`src/rtl/melody_pkg.sv`:
```
// Shared note codes, per-note tone divisors and sequencer state encodings
// for the melody playback path.
package melody_pkg;

    typedef enum logic [2:0] {
        NOTE_REST = 3'd0,
        NOTE_DO   = 3'd1,
        NOTE_RE   = 3'd2,
        NOTE_MI   = 3'd3,
        NOTE_FA   = 3'd4,
        NOTE_SOL  = 3'd5,
        NOTE_LA   = 3'd6,
        NOTE_SI   = 3'd7
    } note_t;

    typedef struct packed {
        note_t      note;
        logic [1:0] beats;
    } rom_entry_t;

    // Tone periods in 50 MHz clock cycles; also used by the per-note dividers.
    localparam logic [27:0] DIV_DO  = 28'd381679;
    localparam logic [27:0] DIV_RE  = 28'd340530;
    localparam logic [27:0] DIV_MI  = 28'd303379;
    localparam logic [27:0] DIV_FA  = 28'd286352;
    localparam logic [27:0] DIV_SOL = 28'd255102;
    localparam logic [27:0] DIV_LA  = 28'd227273;
    localparam logic [27:0] DIV_SI  = 28'd202478;

    localparam logic [1:0] ST_IDLE = 2'd0;
    localparam logic [1:0] ST_TONE = 2'd1;
    localparam logic [1:0] ST_GAP  = 2'd2;

    function automatic logic [27:0] note_divisor(input note_t n);
        case (n)
            NOTE_DO:  return DIV_DO;
            NOTE_RE:  return DIV_RE;
            NOTE_MI:  return DIV_MI;
            NOTE_FA:  return DIV_FA;
            NOTE_SOL: return DIV_SOL;
            NOTE_LA:  return DIV_LA;
            NOTE_SI:  return DIV_SI;
            default:  return 28'd0;
        endcase
    endfunction

endpackage

```
`src/rtl/melody_rom.sv`:
```
// Song content: step index to {note, beats}. One port for the playing step,
// one for the step about to start so boundaries need no dead cycle.
module melody_rom
    import melody_pkg::*;
(
    input  logic [2:0] cur_idx,
    input  logic [2:0] nxt_idx,
    output note_t      cur_note,
    output logic [1:0] cur_beats,
    output note_t      nxt_note
);

    function automatic rom_entry_t lookup(input logic [2:0] idx);
        case (idx)
            3'd0:    return '{NOTE_DO,   2'd1};
            3'd1:    return '{NOTE_RE,   2'd1};
            3'd2:    return '{NOTE_MI,   2'd1};
            3'd3:    return '{NOTE_FA,   2'd1};
            3'd4:    return '{NOTE_SOL,  2'd2};
            3'd5:    return '{NOTE_LA,   2'd1};
            3'd6:    return '{NOTE_SI,   2'd1};
            default: return '{NOTE_REST, 2'd1};
        endcase
    endfunction

    rom_entry_t cur_entry;
    rom_entry_t nxt_entry;

    assign cur_entry = lookup(cur_idx);
    assign nxt_entry = lookup(nxt_idx);

    assign cur_note  = cur_entry.note;
    assign cur_beats = cur_entry.beats;
    assign nxt_note  = nxt_entry.note;

endmodule

```
`src/rtl/melody_sequencer.sv`:
```
// Plays the 8-step melody table: each note sounds, then falls silent for the
// articulation gap, for a whole number of beats. Supports stop and looping.
module melody_sequencer
    import melody_pkg::*;
#(
    parameter logic [27:0] BEAT_TICKS = 28'd12500000,
    parameter logic [27:0] GAP_TICKS  = 28'd1250000
) (
    input  logic        clock_in,
    input  logic        reset,
    input  logic        start,
    input  logic        stop,
    input  logic        loop_en,
    output logic [27:0] divisor,
    output logic        gate,
    output logic [2:0]  step,
    output logic        busy,
    output logic        done
);

    logic [1:0]  state_q, state_d;
    logic [2:0]  step_q, step_d;
    logic [27:0] tick_q, tick_d;
    logic [27:0] divisor_q, divisor_d;
    logic        gate_q, gate_d;
    logic        busy_q, busy_d;
    logic        done_q, done_d;

    note_t       cur_note;
    note_t       nxt_note;
    logic [1:0]  cur_beats;
    logic [2:0]  nxt_step;
    logic [27:0] dur_ticks;
    logic [27:0] tone_last;
    logic [27:0] gap_last;

    // From IDLE the next note is always step 0; otherwise the 3-bit add wraps 7 -> 0.
    assign nxt_step = (state_q == ST_IDLE) ? 3'd0 : step_q + 3'd1;

    melody_rom u_rom (
        .cur_idx   (step_q),
        .nxt_idx   (nxt_step),
        .cur_note  (cur_note),
        .cur_beats (cur_beats),
        .nxt_note  (nxt_note)
    );

    assign dur_ticks = (cur_beats == 2'd2) ? {BEAT_TICKS[26:0], 1'b0} : BEAT_TICKS;
    assign tone_last = dur_ticks - GAP_TICKS - 28'd1;
    assign gap_last  = dur_ticks - 28'd1;

    always_comb begin
        state_d   = state_q;
        step_d    = step_q;
        tick_d    = tick_q;
        divisor_d = divisor_q;
        gate_d    = gate_q;
        busy_d    = busy_q;
        done_d    = 1'b0;

        if (stop) begin
            state_d   = ST_IDLE;
            step_d    = 3'd0;
            tick_d    = 28'd0;
            divisor_d = 28'd0;
            gate_d    = 1'b0;
            busy_d    = 1'b0;
        end else begin
            case (state_q)
                ST_IDLE: begin
                    if (start) begin
                        state_d   = ST_TONE;
                        step_d    = 3'd0;
                        tick_d    = 28'd0;
                        busy_d    = 1'b1;
                        divisor_d = note_divisor(nxt_note);
                        gate_d    = (nxt_note != NOTE_REST);
                    end
                end
                ST_TONE: begin
                    tick_d = tick_q + 28'd1;
                    if (tick_q == tone_last) begin
                        state_d = ST_GAP;
                        gate_d  = 1'b0;
                    end
                end
                ST_GAP: begin
                    tick_d = tick_q + 28'd1;
                    if (tick_q == gap_last) begin
                        tick_d = 28'd0;
                        if (step_q == 3'd7 && !loop_en) begin
                            state_d   = ST_IDLE;
                            step_d    = 3'd0;
                            divisor_d = 28'd0;
                            gate_d    = 1'b0;
                            busy_d    = 1'b0;
                            done_d    = 1'b1;
                        end else begin
                            state_d   = ST_TONE;
                            step_d    = nxt_step;
                            divisor_d = note_divisor(nxt_note);
                            gate_d    = (nxt_note != NOTE_REST);
                        end
                    end
                end
                default: begin
                    state_d   = ST_IDLE;
                    step_d    = 3'd0;
                    tick_d    = 28'd0;
                    divisor_d = 28'd0;
                    gate_d    = 1'b0;
                    busy_d    = 1'b0;
                end
            endcase
        end
    end

    always_ff @(posedge clock_in) begin
        if (reset) begin
            state_q   <= ST_IDLE;
            step_q    <= 3'd0;
            tick_q    <= 28'd0;
            divisor_q <= 28'd0;
            gate_q    <= 1'b0;
            busy_q    <= 1'b0;
            done_q    <= 1'b0;
        end else begin
            state_q   <= state_d;
            step_q    <= step_d;
            tick_q    <= tick_d;
            divisor_q <= divisor_d;
            gate_q    <= gate_d;
            busy_q    <= busy_d;
            done_q    <= done_d;
        end
    end

    assign divisor = divisor_q;
    assign gate    = gate_q;
    assign step    = step_q;
    assign busy    = busy_q;
    assign done    = done_q;

endmodule

```
`config.mk`:
```
export PLATFORM = sky130hd
export DESIGN_NAME = melody_sequencer
export DESIGN_NICKNAME = d
export VERILOG_FILES = /design/src/rtl/melody_pkg.sv /design/src/rtl/melody_rom.sv /design/src/rtl/melody_sequencer.sv
export SDC_FILE = /design/constraint.sdc
export NUM_CORES = 1
export LEC_CHECK = 0
export CAP_MARGIN = 20
export CORE_MARGIN = 5
export CORE_UTILIZATION = 40
export DETAILED_ROUTE_END_ITERATION = 12
export SETUP_SLACK_MARGIN = 0.2
export SKIP_LAST_GASP = 1
export SLEW_MARGIN = 20
export SYNTH_ARGS = -nofsm -noshare
export SYNTH_HDL_FRONTEND = slang
export SYNTH_SLANG_ARGS = --single-unit
```
`constraint.sdc`:
```
create_clock -name clock_in -period 4 [get_ports clock_in]
set_input_delay 0.8 -clock clock_in [delete_from_list [all_inputs] [get_ports clock_in]]
set_output_delay 0.8 -clock clock_in [all_outputs]
set_load 0.02 [all_outputs]
```
==> results of run 1 <==
[flip-flops by register name, summed over array words and instances, names as in the netlist]
| name | count |
|---|---|
| tick_q | 28 |
| divisor | 17 |
| step | 3 |
| state_q | 2 |
| busy | 1 |
| done | 1 |
| gate | 1 |
[kinds of logic (layout without fill, tap and decap cells)]
family / count (synthesis) / after routing / synth area share, %
DFF: 53 / 53 / 32.0
adders and majority gates: 15 / 15 / 5.66
other: 1 / 9 / 0.113
buffers and inverters: 54 / 56 / 8.94
and+or+nand+nor: 163 / 163 / 27.2
AOI/OAI and AO/OA: 105 / 105 / 22.4
muxes: 12 / 12 / 3.62
[layout make-up]
| class | instances | share of cell area [%] |
|---|---|---|
| sequential | 53 | 28.8 |
| inverter | 13 | 1.33 |
| tap | 105 | 3.57 |
| multi-input combinational | 304 | 54.1 |
| clock inverter | 2 | 1.05 |
| clock buffer | 5 | 1.87 |
| timing repair buffer | 36 | 9.31 |
[placed cells by master (no fill, tap or decap), types with 3 or more instances in the layout]
cell,count
dfxtp_1,53
nand2_1,37
nand3_1,30
clkdlybuf4s50_1,29
a21oi_1,25
nor2_1,18
a31oi_1,16
o21ai_0,15
ha_1,15
nand4_1,14
inv_1,13
and3_1,13
mux2i_1,12
o31ai_1,11
conb_1,9
nor4_1,8
nor3_1,8
buf_4,7
a41oi_1,6
nand4b_1,5
clkbuf_8,5
and2_1,4
o311ai_0,4
o211ai_1,3
or2_2,3
nand2b_1,3
o2111ai_1,3
a211oi_1,3
[how the worst max path moves through the flow]
| stage | cells past startpoint | end | slack, ps | from |
|---|---|---|---|---|
| 4_1_cts | 8 | divisor[17] | 900 | step[0] |
| 2_1_floorplan | 13 | divisor[4] | 1110 | state_q[0] |
| 3_3_place_gp | 8 | divisor[17] | 970 | step[0] |
| 3_5_place_dp | 8 | divisor[17] | 940 | step[0] |
| 5_1_grt | 8 | divisor[15] | 680 | step[0] |
| 6_report | 8 | tick_q[16] | 930 | step[0] |
[per-layer routing]
layer	wire [um]	share of wire, %	up-vias
li1	-	-	1516
met4	142	1.6	0
met2	4230	48	83
met3	463	5.2	12
met1	4050	46	1436
met5	0	0	-
[where the power goes]
group	switching [W]	leakage (nW)	internal [W]
sequential	0.00000510	0.429	0.000536
clock	0.000191	0.0546	0.000186
combinational	0.0000850	0.778	0.0000431
total	0.000281	1.26	0.000765
[stage by stage]
step	total power (W)	area (sq um)
after CTS	0.00105	3680
after global placement	0.000681	3570
after detailed placement	0.000682	3570
after floorplan	0.000648	3350
final	0.00105	3680
after global routing	0.00109	3680
[worst max-delay path, cell delays in order, from the launching register on]
cell       delay, ps
dfxtp_1          400
inv_1             90
ha_1             180
nand2_1           90
nor4b_1          790
o2111ai_4        290
a211oi_4         780
nor4_1           120
a31o_2           240
==> impl_metrics.env, run 1 <==
export IMPL_die_w_um=101
export IMPL_cts_buffers=5
export IMPL_antenna_found_initial=0
export IMPL_powerDensity_nw_per_um2=284
export IMPL_cts_path_max_buffers=2
export IMPL_hold_start="divisor[10]"
export IMPL_ant_nets=0
export IMPL_cts_sinks=53
export IMPL_syn_area_sq_um=3320
export IMPL_setup_viol=0
export IMPL_fill_cells=806
export IMPL_worst_pin_slew_ps=976
export IMPL_maxCapViolCount=0
export IMPL_die_h_um=101
export IMPL_rsz0062_at_grt="no"
export IMPL_max_freq_ghz=0.326
export IMPL_period_needed_ps=3070
export IMPL_start_util_pct=40.8
export IMPL_hold_path_class="register to register"
export IMPL_placed_cells=511
export IMPL_grt_pass1_wl_mm=14.9
export IMPL_netlist_instances=403
export IMPL_grt_busiest_layer="met2"
export IMPL_synth_top_cell_by_area="dfxtp_1"
export IMPL_p_leak_nw=1.26
export IMPL_htree_levels=2
export IMPL_ys_flop_type="dfxtp_1"
export IMPL_io_buffers=29
export IMPL_cp_data_arrival_time_ps=3290
export IMPL_grt_max_degree=30
export IMPL_dieArea_sq_um=10200
export IMPL_synth_most_common_cell="dfxtp_1"
export IMPL_finClkSkew_ps=15.0
export IMPL_whs_path_depth=2
export IMPL_drive_gt1_share_pct=7.26
export IMPL_drt_iter0_drc=196
export IMPL_regArea_sq_um=1060
export IMPL_cts_setup_buffers=0
export IMPL_synth_area_top_cells="dfxtp_1, ha_1, nand3_1"
export IMPL_drt_wirelength_per_cell_um=17.2
export IMPL_synth_edf_count=0
export IMPL_critPathKind="register to register"
export IMPL_drt_total_wl_mm=8.89
export IMPL_stdcell_count=518
export IMPL_grt_total_usage_pct=18.1
export IMPL_multiInputGateArea_sq_um=1990
export IMPL_use_met2_pct=29.6
export IMPL_globalplace_congestion=0.827
export IMPL_seq_area_frac_synth_pct=32.0
export IMPL_vias=3047
export IMPL_relSlewSlack_pct=34.3
export IMPL_core_sq_um=8130
export IMPL_drt_pass1_iterations=4
export IMPL_whs_endpoint="divisor[10]"
export IMPL_timing_rr_start="step[0]"
export IMPL_synthTopCellsByCount="dfxtp_1, nand2_1, nand3_1, a21oi_1, clkbuf_1"
export IMPL_clkSlewWorstSetupHoldPaths_ps=100
export IMPL_outcome="completed"
export IMPL_timing_rr_end="tick_q[16]"
export IMPL_use_met3_pct=3.11
export IMPL_viasPerCell=5.88
export IMPL_tns_ps=0
export IMPL_r2r_slack_ps=930
export IMPL_grt_pass1_vias=2884
export IMPL_hold_viol=0
export IMPL_crit_required_ps=4220
export IMPL_nets=433
export IMPL_clk_latency_ps=320
export IMPL_crit_path_max_fanout=19
export IMPL_ir_drop_mv=0.135
export IMPL_async_flop_share_pct=0
export IMPL_synthToLayoutAreaGrowth_pct=11.1
export IMPL_synth_area_per_cell_sq_um=8.23
export IMPL_ctsHoldBuffers=0
export IMPL_worst_r2r_path_depth=8
export IMPL_drv_slew=0
export IMPL_drc=0
export IMPL_use_met1_pct=24.4
export IMPL_place_hpwl_mm=6.36
export IMPL_io_pin_count=39
export IMPL_overflow=0
export IMPL_critPathLaunchType="register"
export IMPL_synth_top_area_share_pct=32.0
export IMPL_fin_crit_sh_pct=76.8
export IMPL_antenna_cells=0
export IMPL_whs_ps=457
export IMPL_timing_final_ws_setup_ps=928
export IMPL_ys_types=61
export IMPL_crit_path_end_kind="register"
export IMPL_ys_warn_count=0
export IMPL_pre_cts_slack_ps=942
export IMPL_ys_ff_latch=53
export IMPL_cts_resized=0
export IMPL_clockRootBuffer="clkbuf_8"
export IMPL_post_route_util_pct=45.3
export IMPL_cts_tree="done"
export IMPL_row_count=33
Note: power is estimated with default switching activity, not from simulation.
==> run 2, diff against run 1 <==
==> constraint.sdc (replaced) <==
create_clock -name clock_in -period 2.5 [get_ports clock_in]
set_input_delay 0.5 -clock clock_in [delete_from_list [all_inputs] [get_ports clock_in]]
set_output_delay 0.5 -clock clock_in [all_outputs]
set_load 0.02 [all_outputs]
==> impl_metrics.env, run 2 (synthesis results as in run 1) <==
export IMPL_outcome="completed"
export IMPL_cts_buffers=5
export IMPL_die_h_um=101
export IMPL_clkSlewWorstSetupHoldPaths_ps=100
export IMPL_fin_crit_sh_pct=93.7
export IMPL_drt_pass1_iterations=5
export IMPL_critPathLaunchType="register"
export IMPL_crit_path_max_fanout=6
export IMPL_place_hpwl_mm=7.08
export IMPL_multiInputGateArea_sq_um=2230
export IMPL_setup_viol=0
export IMPL_ctsHoldBuffers=0
export IMPL_io_buffers=29
export IMPL_die_w_um=101
export IMPL_grt_total_usage_pct=19.9
export IMPL_relSlewSlack_pct=53.1
export IMPL_mostFrequentLayoutCells="buf_4, dfxtp_1, nand2_1"
export IMPL_final_area_sq_um=4420
export IMPL_cts_path_max_buffers=2
export IMPL_drt_total_wl_mm=10.2
export IMPL_hold_viol=0
export IMPL_ir_drop_mv=0.317
export IMPL_dpl_cell_area_sq_um=3920
export IMPL_row_count=33
export IMPL_grt_max_degree=29
export IMPL_period_needed_ps=2340
export IMPL_ant_nets=0
export IMPL_largest_reg_flops=28
export IMPL_drive_gt1_share_pct=27.4
export IMPL_powerDensity_nw_per_um2=394
export IMPL_whs_path_depth=2
export IMPL_drt_iter0_drc=217
export IMPL_antenna_found_initial=0
export IMPL_drt_wirelength_per_cell_um=17.7
export IMPL_hold_path_class="register to register"
export IMPL_whs_ps=468
export IMPL_antenna_cells=0
export IMPL_crit_path_end_kind="register"
export IMPL_htree_levels=2
export IMPL_overflow=0
export IMPL_tns_ps=0
export IMPL_crit_required_ps=2710
export IMPL_vias=3385
export IMPL_start_util_pct=40.8
export IMPL_p_leak_nw=1.65
export IMPL_drv_slew=0
export IMPL_viasPerCell=5.89
export IMPL_nets=489
export IMPL_core_sq_um=8130
export IMPL_worst_r2r_path_depth=12
export IMPL_finClkSkew_ps=11.7
export IMPL_dieArea_sq_um=10200
export IMPL_drc=0
export IMPL_cts_tree="done"
export IMPL_io_pin_count=39
export IMPL_globalplace_congestion=0.897
export IMPL_grt_pass1_wl_mm=16.3
export IMPL_clk_latency_ps=310
export IMPL_cp_data_arrival_time_ps=2550
export IMPL_worst_pin_slew_ps=699
export IMPL_synthToLayoutAreaGrowth_pct=33.4
export IMPL_grt_pass1_vias=3222
export IMPL_maxCapViolCount=0
export IMPL_max_freq_ghz=0.427
export IMPL_top_register="tick_q"
export IMPL_regArea_sq_um=1080
export IMPL_layout_commonest_cell="buf_4"
export IMPL_critPathKind="register to register"
export IMPL_fill_cells=754
export IMPL_rsz0062_at_grt="yes"
export IMPL_cts_sinks=53
export IMPL_clockRootBuffer="clkbuf_8"
==> run 2: metal layers <==
| metal | track usage [%] | wire length (um) |
|---|---|---|
| met2 | 34.9 | 4900 |
| met4 | 5.32 | 269 |
| met5 | 0 | 0 |
| met1 | 24.9 | 4380 |
| met3 | 3.60 | 634 |
==> run 2: final cells by class <==
| type | instances | share of cell area, % |
|---|---|---|
| multi-input combinational | 304 | 50.5 |
| sequential | 53 | 24.3 |
| timing repair buffer | 92 | 18.4 |
| tap | 105 | 2.97 |
| clock buffer | 5 | 1.56 |
| inverter | 13 | 1.22 |
| clock inverter | 3 | 1.02 |
==> run 2: what timing repair did <==
| action | 4_1_cts | 5_1_grt |
|---|---|---|
| gates resized for setup | 13 | 32 |
| cloned | 0 | 1 |
| endpoints found under the setup margin | 14 | 48 |
| pin swaps | 13 | 18 |
| setup buffers | 17 | 7 |
==> run 2: final timing paths <==
path,from,endpoint,slack [ps]
hold / removal,divisor[11],divisor[11],470
setup / recovery,step[0],divisor[4],160
setup reg to reg,step[0],divisor[4],160
hold reg to reg,divisor[11],divisor[11],470
==> run 2: worst max-delay path, stage by stage (launching register included) <==
cell and delay, ps:
dfxtp_4 380, inv_2 40, ha_4 270, nand2b_4 90
ha_4 170, or3_4 400, mux2i_4 280, buf_6 180
buf_4 110, nand2_1 40, o311a_1 100, mux2i_1 130
nor2_1 50
==> run 2: report_power, final <==
| group | switching, W | internal [W] | total (W) | leakage (nW) |
|---|---|---|---|---|
| Sequential | 0.00000805 | 0.000856 | 0.000864 | 0.433 |
| Combinational | 0.000163 | 0.000112 | 0.000275 | 1.15 |
| Clock | 0.000304 | 0.000301 | 0.000605 | 0.0587 |
| Total | 0.000475 | 0.00127 | 0.00174 | 1.65 |
==> run 2: metrics by stage <==
stage	utilization, %	worst slack, ps	total power (W)	cells
after floorplan	-	168	0.00105	411
after global placement	48.1	113	0.00112	542
after detailed placement	48.1	60.0	0.00112	542
after CTS	51.8	168	0.00174	567
after global routing	54.4	72.2	0.00182	575
final	54.4	157	0.00174	575
